File: src/rtl/gemm_tile_dispatcher_if.sv
// Job-descriptor and command/completion handshake bundle for gemm_tile_dispatcher.
// master = dispatcher side, slave = host/CSR plus control_unit side.
interface gemm_tile_dispatcher_if #(
  parameter int unsigned ADDR_WIDTH = 10
);
  logic                  job_valid;
  logic                  job_ready;
  logic [ADDR_WIDTH-1:0] job_base_a;
  logic [ADDR_WIDTH-1:0] job_base_b;
  logic [ADDR_WIDTH-1:0] job_base_c;
  logic [ADDR_WIDTH-1:0] job_base_d;
  logic [ADDR_WIDTH-1:0] job_stride_a;
  logic [ADDR_WIDTH-1:0] job_stride_b;
  logic [ADDR_WIDTH-1:0] job_stride_c;
  logic [ADDR_WIDTH-1:0] job_stride_d;
  logic [7:0]            job_num_tiles;
  logic [7:0]            job_len_m;
  logic [7:0]            job_len_k;
  logic [7:0]            job_len_n;
  logic                  cmd_valid;
  logic [63:0]           cmd_data;
  logic                  cmd_ready;
  logic                  done_irq;

  modport master (
    input  job_valid, job_base_a, job_base_b, job_base_c, job_base_d,
    input  job_stride_a, job_stride_b, job_stride_c, job_stride_d,
    input  job_num_tiles, job_len_m, job_len_k, job_len_n,
    output job_ready,
    output cmd_valid, cmd_data,
    input  cmd_ready, done_irq
  );

  modport slave (
    output job_valid, job_base_a, job_base_b, job_base_c, job_base_d,
    output job_stride_a, job_stride_b, job_stride_c, job_stride_d,
    output job_num_tiles, job_len_m, job_len_k, job_len_n,
    input  job_ready,
    input  cmd_valid, cmd_data,
    output cmd_ready, done_irq
  );
endinterface

File: src/rtl/gemm_tile_dispatcher.sv
// Expands one GEMM job descriptor into num_tiles 64-bit tile commands and tracks completions.
// Optional watchdog enabled by defining DISPATCH_WATCHDOG_EN.
module gemm_tile_dispatcher #(
  parameter int unsigned ADDR_WIDTH      = 10,
  parameter int unsigned MAX_OUTSTANDING = 4,
  parameter int unsigned WDT_CYCLES      = 4096
) (
  input  logic                          clk,
  input  logic                          rst,
  gemm_tile_dispatcher_if.master        bus,
  output logic                          busy,
  output logic                          job_done,
  output logic [3:0]                    outstanding,
  output logic                          err_spurious,
  output logic                          err_timeout
);

  localparam int unsigned AW     = ADDR_WIDTH;
  localparam int unsigned SLOT_W = 10;

  if (ADDR_WIDTH < 1 || ADDR_WIDTH > 10) begin : g_bad_addr_width
    $error("gemm_tile_dispatcher: ADDR_WIDTH must be 1..10");
  end
  if (MAX_OUTSTANDING < 1 || MAX_OUTSTANDING > 15) begin : g_bad_max_outstanding
    $error("gemm_tile_dispatcher: MAX_OUTSTANDING must be 1..15");
  end
  if (WDT_CYCLES < 1 || WDT_CYCLES > 65535) begin : g_bad_wdt_cycles
    $error("gemm_tile_dispatcher: WDT_CYCLES must be 1..65535");
  end

  typedef enum logic [1:0] {IDLE, ISSUE, DRAIN, DONE} state_t;

  state_t        state;
  logic          job_ready_q;
  logic [AW-1:0] addr_a, addr_b, addr_c, addr_d;
  logic [AW-1:0] stride_a, stride_b, stride_c, stride_d;
  logic [7:0]    len_m, len_k, len_n;
  logic [7:0]    num_tiles, tile_idx, tiles_done;

  logic          job_acc, cmd_acc, irq_ok, irq_spur;
  logic [3:0]    outstanding_nx;
  logic [7:0]    tiles_done_nx;

  // Handshake decode and next-state completion counts
  always_comb begin
    job_acc        = (state == IDLE) && bus.job_valid && job_ready_q;
    cmd_acc        = bus.cmd_valid && bus.cmd_ready;
    irq_ok         = bus.done_irq && (outstanding != 4'd0);
    irq_spur       = bus.done_irq && (outstanding == 4'd0);
    outstanding_nx = outstanding + 4'(cmd_acc) - 4'(irq_ok);
    tiles_done_nx  = job_acc ? 8'd0 : tiles_done + 8'(irq_ok);
  end

  // cmd_valid never looks at cmd_ready, only at registered state
  assign bus.cmd_valid = (state == ISSUE) && (outstanding < 4'(MAX_OUTSTANDING));
  assign bus.cmd_data  = {SLOT_W'(addr_d), SLOT_W'(addr_c), SLOT_W'(addr_b), SLOT_W'(addr_a),
                          len_n, len_k, len_m};
  assign bus.job_ready = job_ready_q;
  assign busy          = (state != IDLE);
  assign job_done      = (state == DONE);

  always_ff @(posedge clk) begin
    if (rst) begin
      state        <= IDLE;
      job_ready_q  <= 1'b0;
      addr_a       <= '0;
      addr_b       <= '0;
      addr_c       <= '0;
      addr_d       <= '0;
      stride_a     <= '0;
      stride_b     <= '0;
      stride_c     <= '0;
      stride_d     <= '0;
      len_m        <= 8'd0;
      len_k        <= 8'd0;
      len_n        <= 8'd0;
      num_tiles    <= 8'd0;
      tile_idx     <= 8'd0;
      tiles_done   <= 8'd0;
      outstanding  <= 4'd0;
      err_spurious <= 1'b0;
    end else begin
      outstanding <= outstanding_nx;
      tiles_done  <= tiles_done_nx;
      if (irq_spur)     err_spurious <= 1'b1;
      else if (job_acc) err_spurious <= 1'b0;

      case (state)
        IDLE: begin
          job_ready_q <= 1'b1;
          if (job_acc) begin
            job_ready_q <= 1'b0;
            addr_a      <= bus.job_base_a;
            addr_b      <= bus.job_base_b;
            addr_c      <= bus.job_base_c;
            addr_d      <= bus.job_base_d;
            stride_a    <= bus.job_stride_a;
            stride_b    <= bus.job_stride_b;
            stride_c    <= bus.job_stride_c;
            stride_d    <= bus.job_stride_d;
            len_m       <= bus.job_len_m;
            len_k       <= bus.job_len_k;
            len_n       <= bus.job_len_n;
            num_tiles   <= bus.job_num_tiles;
            tile_idx    <= 8'd0;
            state       <= (bus.job_num_tiles == 8'd0) ? DONE : ISSUE;
          end
        end
        ISSUE: begin
          if (cmd_acc) begin
            addr_a   <= addr_a + stride_a;
            addr_b   <= addr_b + stride_b;
            addr_c   <= addr_c + stride_c;
            addr_d   <= addr_d + stride_d;
            tile_idx <= tile_idx + 8'd1;
            if (tile_idx == num_tiles - 8'd1)
              state <= (tiles_done_nx == num_tiles) ? DONE : DRAIN;
          end
        end
        DRAIN: begin
          if (tiles_done_nx == num_tiles) state <= DONE;
        end
        DONE: begin
          state       <= IDLE;
          job_ready_q <= 1'b1;
        end
        default: state <= IDLE;
      endcase
    end
  end

`ifdef DISPATCH_WATCHDOG_EN
  logic [15:0] wdt_cnt;

  // Counts cycles with work in flight and no completion; flag is sticky until next job
  always_ff @(posedge clk) begin
    if (rst) begin
      wdt_cnt     <= 16'd0;
      err_timeout <= 1'b0;
    end else if (job_acc || bus.done_irq || (outstanding == 4'd0)) begin
      wdt_cnt <= 16'd0;
      if (job_acc) err_timeout <= 1'b0;
    end else begin
      if (wdt_cnt != 16'hFFFF) wdt_cnt <= wdt_cnt + 16'd1;
      if (wdt_cnt + 16'd1 == 16'(WDT_CYCLES)) err_timeout <= 1'b1;
    end
  end
`else
  assign err_timeout = 1'b0;
`endif

endmodule

File: src/flat_wrapper.sv
// flat-port wrapper written by rule: the top's interface ports become plain ports
module gemm_tile_dispatcher_flat 
#(
  parameter int unsigned ADDR_WIDTH      = 10,
  parameter int unsigned MAX_OUTSTANDING = 4,
  parameter int unsigned WDT_CYCLES      = 4096
)
  (clk, rst, busy, job_done, outstanding, err_spurious, err_timeout, bus_job_valid, bus_job_base_a, bus_job_base_b, bus_job_base_c, bus_job_base_d, bus_job_stride_a, bus_job_stride_b, bus_job_stride_c, bus_job_stride_d, bus_job_num_tiles, bus_job_len_m, bus_job_len_k, bus_job_len_n, bus_job_ready, bus_cmd_valid, bus_cmd_data, bus_cmd_ready, bus_done_irq);
  gemm_tile_dispatcher_if #(.ADDR_WIDTH(ADDR_WIDTH)) bus_i ();
  input  logic clk;
  input  logic rst;
  output logic busy;
  output logic job_done;
  output logic [3:0] outstanding;
  output logic err_spurious;
  output logic err_timeout;
  input wire logic [$bits(bus_i.job_valid)-1:0] bus_job_valid;
  input wire logic [$bits(bus_i.job_base_a)-1:0] bus_job_base_a;
  input wire logic [$bits(bus_i.job_base_b)-1:0] bus_job_base_b;
  input wire logic [$bits(bus_i.job_base_c)-1:0] bus_job_base_c;
  input wire logic [$bits(bus_i.job_base_d)-1:0] bus_job_base_d;
  input wire logic [$bits(bus_i.job_stride_a)-1:0] bus_job_stride_a;
  input wire logic [$bits(bus_i.job_stride_b)-1:0] bus_job_stride_b;
  input wire logic [$bits(bus_i.job_stride_c)-1:0] bus_job_stride_c;
  input wire logic [$bits(bus_i.job_stride_d)-1:0] bus_job_stride_d;
  input wire logic [$bits(bus_i.job_num_tiles)-1:0] bus_job_num_tiles;
  input wire logic [$bits(bus_i.job_len_m)-1:0] bus_job_len_m;
  input wire logic [$bits(bus_i.job_len_k)-1:0] bus_job_len_k;
  input wire logic [$bits(bus_i.job_len_n)-1:0] bus_job_len_n;
  output wire logic [$bits(bus_i.job_ready)-1:0] bus_job_ready;
  output wire logic [$bits(bus_i.cmd_valid)-1:0] bus_cmd_valid;
  output wire logic [$bits(bus_i.cmd_data)-1:0] bus_cmd_data;
  input wire logic [$bits(bus_i.cmd_ready)-1:0] bus_cmd_ready;
  input wire logic [$bits(bus_i.done_irq)-1:0] bus_done_irq;
  assign bus_i.job_valid = bus_job_valid;
  assign bus_i.job_base_a = bus_job_base_a;
  assign bus_i.job_base_b = bus_job_base_b;
  assign bus_i.job_base_c = bus_job_base_c;
  assign bus_i.job_base_d = bus_job_base_d;
  assign bus_i.job_stride_a = bus_job_stride_a;
  assign bus_i.job_stride_b = bus_job_stride_b;
  assign bus_i.job_stride_c = bus_job_stride_c;
  assign bus_i.job_stride_d = bus_job_stride_d;
  assign bus_i.job_num_tiles = bus_job_num_tiles;
  assign bus_i.job_len_m = bus_job_len_m;
  assign bus_i.job_len_k = bus_job_len_k;
  assign bus_i.job_len_n = bus_job_len_n;
  assign bus_job_ready = bus_i.job_ready;
  assign bus_cmd_valid = bus_i.cmd_valid;
  assign bus_cmd_data = bus_i.cmd_data;
  assign bus_i.cmd_ready = bus_cmd_ready;
  assign bus_i.done_irq = bus_done_irq;
  gemm_tile_dispatcher #(.ADDR_WIDTH(ADDR_WIDTH), .MAX_OUTSTANDING(MAX_OUTSTANDING), .WDT_CYCLES(WDT_CYCLES)) u_core (.clk(clk), .rst(rst), .bus(bus_i), .busy(busy), .job_done(job_done), .outstanding(outstanding), .err_spurious(err_spurious), .err_timeout(err_timeout));
endmodule
File: config.mk
export PLATFORM = sky130hd
export DESIGN_NAME = gemm_tile_dispatcher_flat
export DESIGN_NICKNAME = d
export VERILOG_FILES = /design/src/rtl/gemm_tile_dispatcher_if.sv /design/src/rtl/gemm_tile_dispatcher.sv /design/src/flat_wrapper.sv
export SDC_FILE = /design/constraint.sdc
export NUM_CORES = 1
export LEC_CHECK = 0
export BUFFER_PORTS_ARGS = -buffer_cell sky130_fd_sc_hd__buf_2
export CAP_MARGIN = 10
export CORE_MARGIN = 3
export CORE_UTILIZATION = 48
export CTS_BUF_LIST = sky130_fd_sc_hd__clkbuf_2
export CTS_CLUSTER_DIAMETER = 50
export CTS_CLUSTER_SIZE = 8
export DETAILED_ROUTE_END_ITERATION = 10
export PLACE_DENSITY = 0.79
export SYNTH_ARGS = -nofsm -noshare
export SYNTH_HDL_FRONTEND = slang
export SYNTH_SLANG_ARGS = --single-unit
File: constraint.sdc
create_clock -name clk -period 4.3 [get_ports clk]
set_clock_uncertainty 0.2 [all_clocks]
set_input_delay 0.215 -clock clk [delete_from_list [all_inputs] [get_ports clk]]
set_output_delay 0.215 -clock clk [all_outputs]
set_load 0.02 [all_outputs]
==> impl_metrics.py, run 1 <==
metrics = {
    "run_status": {
        "run_status": "completed",
    },
    "sta": {
        "fin_crit_ns": 3.92,
        "hold_violations": 0,
        "max-slew-margin-rel": 0.322,
        "final.setup.tns_ns": 0,
        "rsz0062_at_grt": "false",
        "fin_ws_ns": 0.382,
        "clock.fmax_mhz": 255,
        "timing.final.crit_share": 0.911,
        "slew_viol_final": 0,
        "setup-violations-final": 0,
        "tightestPinTransition_ns": 1.02,
    },
    "detailed_routing": {
        "drc": 0,
        "route.vias.total": 8359,
        "route.detailed.wl_per_inst_um": 16.7,
        "wirelength_mm": 25.6,
        "top_layer_used": "met4",
        "drtPass1Iterations": 7,
        "route.met3.wl_mm": 1.51,
        "postRouteAntennaNets": 0,
        "m1WireLength_mm": 9.85,
        "met2_wirelength_mm": 12.8,
        "drt-vias-per-instance": 5.45,
        "first_iter_violations": 547,
    },
    "yosys": {
        "synth.avg_cell_area_um2": 7.86,
        "synth_adder_area_share": 0.0983,
        "synthesis.area_mm2": 0.00751,
        "synth_sequential_area_ratio": 0.363,
        "synth.ff_latch_count": 136,
        "ys_async_sr_fraction": 0,
        "synthCells": 955,
        "netlist-cell-type-count": 61,
        "synth-compound-area-share": 0.198,
        "post_synth_xor_area_fraction": 0.0543,
        "yosys-mux-area-fraction": 0.0307,
        "ys.warnings.count": 0,
        "synth_nets": 1128,
        "main_combinational_cell_family_by_area_after_synthesis": "simple AND/OR/NAND/NOR gates",
        "area_share_of_and_or_nand_nor_cells_after_synthesis": 0.203,
        "synth_top_flop_cell": "dfxtp_1",
        "synth_edf_count": 0,
    },
    "power_and_ir_drop": {
        "finalPower_mw": 5.22,
        "p_switching_mw": 2.16,
        "sequentialPowerShare": 0.327,
        "irDropWorstVdd_v": 0.000296,
        "internal_power_mw": 3.05,
        "clockPowerShare": 0.191,
        "sw_frac_of_total": 0.415,
        "p_leak_nw": 4.76,
        "cellPowerDensity_mw_per_mm2": 481,
        "power.combinational.fraction": 0.482,
    },
    "setup_path": {
        "worstRegToRegCells": 9,
        "timing.setup.critical_path_class": "flop to flop",
        "cp_launch_type": "flop",
        "cp_data_required_time_ns": 4.78,
        "cp-end-kind": "flop",
        "critPathArrivalTime_ns": 4.40,
        "critPathMaxFanout": 53,
    },
    "cells_and_area": {
        "area_growth_syn_to_layout_pct": 44.5,
        "nNetsFinal": 1481,
        "fill_cells": 1122,
        "layout-drive-gt1-share": 0.183,
        "regArea_mm2": 0.00272,
        "multiInputGateArea_mm2": 0.00442,
        "stdcell_area_mm2": 0.0109,
    },
    "min_path": {
        "min_delay_path_depth": 4,
        "worst_hold_path_type": "input pin to flop",
    },
    "floorplanning": {
        "std_cell_rows": 45,
        "floorplan.initialDensity": 0.492,
        "io_pins": 191,
        "floorplan.die.width_um": 131,
        "core-area_mm2": 0.0153,
        "fp.dieArea_mm2": 0.0172,
        "dieHeight_um": 131,
    },
    "cts": {
        "clkLatencyLatePin_ns": 0.73,
        "number_of_sinks_on_the_clock_net": 136,
        "clock_transition_time_at_the_flip_flop_clock_pins_of_the_worst_setup_and_hold_paths_ns": 0.21,
        "cts_setup_buffers": 0,
        "cts_made_buffers": 17,
        "clock_tree.htree_level_count": 4,
        "max-clock-path-buffers": 2,
        "tritoncts": "yes",
        "ctsRootBufferMaster": "clkbuf_2",
    },
    "flow_run": {
        "drv_cap": 0,
    },
    "placed_design": {
        "port_buffers": 189,
        "dp_hpwl_mm": 14.0,
        "worst_setup_slack_before_clock_tree_synthesis_ns": 0.910,
        "place.gp.congestion": 0.874,
        "placement.cell_area_mm2": 0.00857,
    },
    "grt": {
        "first_global_vias": 8388,
        "track_usage": 0.293,
        "grt_start_max_net_pins": 78,
        "antenna_found_initial": 1,
        "grt_pass1_wl_mm": 39.8,
        "globalRouteOverflowTotal": 0,
    },
}
cell usage after synthesis (7+ instances only):
cell      number  area (µm²)
a211oi_1      37         278
a21o_1         9        67.6
a21oi_1      124         621
a31oi_1        7        43.8
and3_1         7        43.8
buf_1          7        26.3
clkbuf_1      46         173
dfxtp_1      136        2720
ha_1          51         638
inv_1         44         165
mux2i_1       23         230
nand2_1      170         638
nand3_1       19        95.1
nor2_1        84         315
nor2b_1       14        87.6
nor3_1        21         105
o21ai_0       27         135
or3_1          7        43.8
xnor2_1       27         236
xor2_1        15         131
cell families after synthesis:
| kind of cell | count (synthesis) |
|---|---|
| multiplexers | 23 |
| AO/OA/AOI/OAI | 244 |
| XOR/XNOR | 44 |
| flip-flops | 136 |
| buffers and inverters | 101 |
| AND/OR/NAND/NOR | 350 |
| adder cells (fa/ha/maj) | 56 |
| other | 1 |
sequential cells by signal, summed over array words and instances, names as in the netlist, 10 cells and up:
name,cells
u_core.addr_b,10
u_core.stride_a,10
u_core.addr_c,10
u_core.addr_a,10
u_core.stride_d,10
u_core.addr_d,10
u_core.stride_c,10
u_core.stride_b,10
through the flow:
| step | util | hold slack (ns) | cells |
|---|---|---|---|
| after floorplan | - | 0.151 | 955 |
| after detailed placement | 0.562 | 0.244 | 1305 |
| after global placement | 0.562 | 0.239 | 1305 |
| final | 0.711 | 0.0459 | 1534 |
| after CTS | 0.711 | 0.00198 | 1532 |
| after global routing | 0.711 | 0.00700 | 1533 |
worst max-delay path, cell delays in order (launching register included):
cell           delay [ns]
dfxtp_1              0.39
inv_1                0.14
ha_1                 0.31
nand3_4              0.54
o21ai_4              0.45
buf_4                0.43
buf_4                0.40
nor2_1               0.13
a211oi_1             0.25
dlygate4sd3_1        0.62
placed cells by master, fill, tap and decap left out, types with 6 or more instances in the layout:
master | synthesis | final
nand2b_1 | 6 | 6
inv_1 | 44 | 44
nor2b_1 | 14 | 14
xnor2_1 | 27 | 27
a31oi_1 | 7 | 7
dlygate4sd3_1 | 0 | 195
and3_1 | 7 | 6
or3_1 | 7 | 7
nor3_1 | 21 | 21
bufinv_16 | 0 | 6
o21ai_0 | 27 | 27
buf_4 | 1 | 8
buf_2 | 2 | 188
mux2i_1 | 23 | 23
ha_1 | 51 | 50
clkbuf_2 | 0 | 19
nand3_1 | 19 | 18
nor2_1 | 84 | 84
a21oi_1 | 124 | 124
nand2_1 | 170 | 170
xor2_1 | 15 | 15
a211oi_1 | 37 | 37
dfxtp_1 | 136 | 136
a21o_1 | 9 | 9
routing by layer:
metal,track usage,vias up
met5,0,-
met4,0.180,0
met3,0.0713,123
met2,0.505,367
met1,0.326,3870
li1,-,3999
final cells by class:
class	instances	area share
multi-input cells	718	0.407
repair buffers	391	0.272
flip-flops and latches	136	0.251
well taps	211	0.0243
clock inverters	13	0.0208
inverters	44	0.0152
clock buffers	19	0.00876
diodes	2	0.000461
repair_timing:
action / CTS / global route
hold buffers: 195 / 0
hold endpoints to repair: 123 / 0
gates resized for setup: 0 / 0
final timing paths:
| kind | start | slack, ns | endpoint |
|---|---|---|---|
| max | u_core.state[1]$_SDFFE_PP0P_ | 0.38 | u_core.addr_b[4]$_SDFFE_PP0P_ |
| min | bus_job_len_k[5] | 0.05 | u_core.len_k[5]$_SDFFE_PP0P_ |
| max reg2reg | u_core.state[1]$_SDFFE_PP0P_ | 0.38 | u_core.addr_b[4]$_SDFFE_PP0P_ |
| min reg2reg | u_core.len_n[7]$_SDFFE_PP0P_ | 0.27 | u_core.len_n[7]$_SDFFE_PP0P_ |
power groups by stage:
stage	clock (mW)	sequential, mW	combinational, mW
after global placement	0	1.71	2.05
final	0.997	1.70	2.51
after detailed placement	0	1.72	2.10
after CTS	1.01	1.69	2.41
after global routing	1.05	1.73	2.75
after floorplan	0	1.86	1.36
No activity file was read; power rests on OpenSTA's default activity.
==> run 2, diff against run 1 <==
CORE_UTILIZATION = 35   (was 48)
PLACE_DENSITY = 0.63   (was 0.79)
==> impl_metrics.py, run 2 (synthesis gave the netlist of run 1 again) <==
metrics = {
    "detailed_routing": {
        "wirelength_mm": 23.8,
        "route.vias.total": 7965,
        "postRouteAntennaNets": 0,
        "drt-vias-per-instance": 4.97,
        "route.detailed.wl_per_inst_um": 14.8,
        "drc": 0,
        "drtPass1Iterations": 5,
        "first_iter_violations": 490,
    },
    "sta": {
        "hold_violations": 0,
        "setup-violations-final": 0,
        "timing.final.crit_share": 0.948,
        "max-slew-margin-rel": 0.345,
        "rsz0062_at_grt": "false",
        "final.setup.tns_ns": 0,
        "slew_viol_final": 0,
        "tightestPinTransition_ns": 0.982,
        "fin_crit_ns": 4.08,
        "holdWs_ns": 0.0862,
        "clock.fmax_mhz": 245,
    },
    "grt": {
        "grt_start_max_net_pins": 73,
        "first_global_vias": 7951,
        "met1_usage": 0.255,
        "grt_busiest_layer": "met2",
        "globalRouteMet3Util": 0.0440,
        "grt_pass1_wl_mm": 39.4,
        "antenna_found_initial": 2,
        "track_usage": 0.203,
        "grt_util_met2": 0.344,
        "globalRouteOverflowTotal": 0,
    },
    "cts": {
        "tritoncts": "yes",
        "clock_transition_time_at_the_flip_flop_clock_pins_of_the_worst_setup_and_hold_paths_ns": 0.22,
        "cts_setup_buffers": 0,
        "clkLatencyLatePin_ns": 0.70,
        "ctsResizeCount": 0,
        "number_of_sinks_on_the_clock_net": 136,
        "max-clock-path-buffers": 2,
        "clock_tree.htree_level_count": 4,
        "cts_made_buffers": 17,
        "ctsRootBufferMaster": "clkbuf_2",
    },
    "floorplanning": {
        "std_cell_rows": 52,
        "core-area_mm2": 0.0206,
        "dieHeight_um": 152,
        "floorplan.initialDensity": 0.364,
        "floorplan.die.width_um": 152,
        "io_pins": 191,
        "fp.dieArea_mm2": 0.0233,
    },
    "power_and_ir_drop": {
        "irDropWorstVdd_v": 0.000258,
        "p_leak_nw": 4.73,
        "finalPower_mw": 4.79,
        "cellPowerDensity_mw_per_mm2": 439,
    },
    "placed_design": {
        "dp_hpwl_mm": 15.1,
        "numPlacedInstances": 1366,
        "port_buffers": 189,
        "place.gp.congestion": 0.819,
    },
    "setup_path": {
        "cp_launch_type": "flop",
        "critPathArrivalTime_ns": 4.53,
        "timing.setup.critical_path_class": "flop to flop",
        "cp-end-kind": "flop",
        "critPathMaxFanout": 38,
        "cp_data_required_time_ns": 4.75,
    },
    "cells_and_area": {
        "nNetsFinal": 1493,
        "layout.cells.non_filler": 1604,
        "layout.cells.most_common": "dlygate4sd3_1",
        "final_core_util": 0.529,
        "area_growth_syn_to_layout_pct": 45.4,
        "mostFrequentLayoutCells": "205 x dlygate4sd3_1, 188 x buf_2, 170 x nand2_1",
        "fill_cells": 1964,
        "layout-drive-gt1-share": 0.181,
    },
    "flow_run": {
        "drv_cap": 0,
    },
    "min_path": {
        "worst_hold_path_type": "input pin to flop",
    },
    "run_status": {
        "run_status": "completed",
    },
}
-- run 2: cell count changes in the layout (fill, tap and decap cells not counted), sizes merged, moves of 2 or more --
cell         delta
buf             +2
dlygate4sd3    +10
bufinv          -5
clkbuf          -2
clkinvlp        +5
clkinv          +2
-- run 2: area by class of cell --
class	instances	area (µm²)	area share
Antenna cell	2	5.00	0.000458
Clock buffer	17	85.1	0.00779
Clock inverter	14	111	0.0102
Tap cell	270	338	0.0309
Inverter	44	165	0.0151
Multi-Input combinational cell	718	4420	0.405
Timing Repair Buffer	403	3070	0.281
Sequential cell	136	2720	0.249
-- run 2: where the power goes --
part | internal [mW] | leakage [nW] | total (mW) | switching [mW]
Clock | 0.195 | 0.109 | 0.693 | 0.499
Combinational | 1.01 | 3.51 | 2.40 | 1.39
Sequential | 1.50 | 1.11 | 1.69 | 0.198
-- run 2: final timing paths --
path	start	endpoint	slack, ns	cells past startpoint
worst max-delay path	u_core.state[1]$_SDFFE_PP0P_	u_core.addr_a[5]$_SDFFE_PP0P_	0.22	9
worst min-delay path	bus_job_stride_d[0]	u_core.stride_d[0]$_SDFFE_PP0P_	0.09	4
worst max register to register	u_core.state[1]$_SDFFE_PP0P_	u_core.addr_a[5]$_SDFFE_PP0P_	0.22	9
worst min register to register	u_core.stride_c[2]$_SDFFE_PP0P_	u_core.stride_c[2]$_SDFFE_PP0P_	0.27	2
-- run 2: routing by layer --
metal	share of wire	vias to the layer above
met5	0	-
met4	0.028	0
met3	0.045	48
met2	0.48	215
met1	0.45	3669
li1	-	4033
-- run 2: what timing repair did --
item,4_1_cts,5_1_grt
hold endpoints to repair,123,4
endpoints found under the setup margin,0,0
hold buffers,201,4
-- run 2: stage by stage --
| stage | setup WS [ns] | cell area (µm²) |
|---|---|---|
| 2_1_floorplan | 1.06 | 7510 |
| 6_report | 0.223 | 10900 |
| 3_3_place_gp | 1.03 | 8660 |
| 5_1_grt | 0.00776 | 10900 |
| 3_5_place_dp | 0.961 | 8660 |
| 4_1_cts | 0.211 | 10900 |
-- run 2: worst max-delay path, stage by stage (launching register included) --
cell and delay, ns:
dfxtp_1 0.39, inv_1 0.14, ha_1 0.32, nand3_4 0.46, o21ai_4 0.60, buf_4 0.39, o221ai_1 0.16, dlygate4sd3_1 0.61
a21oi_1 0.18, dlygate4sd3_1 0.58
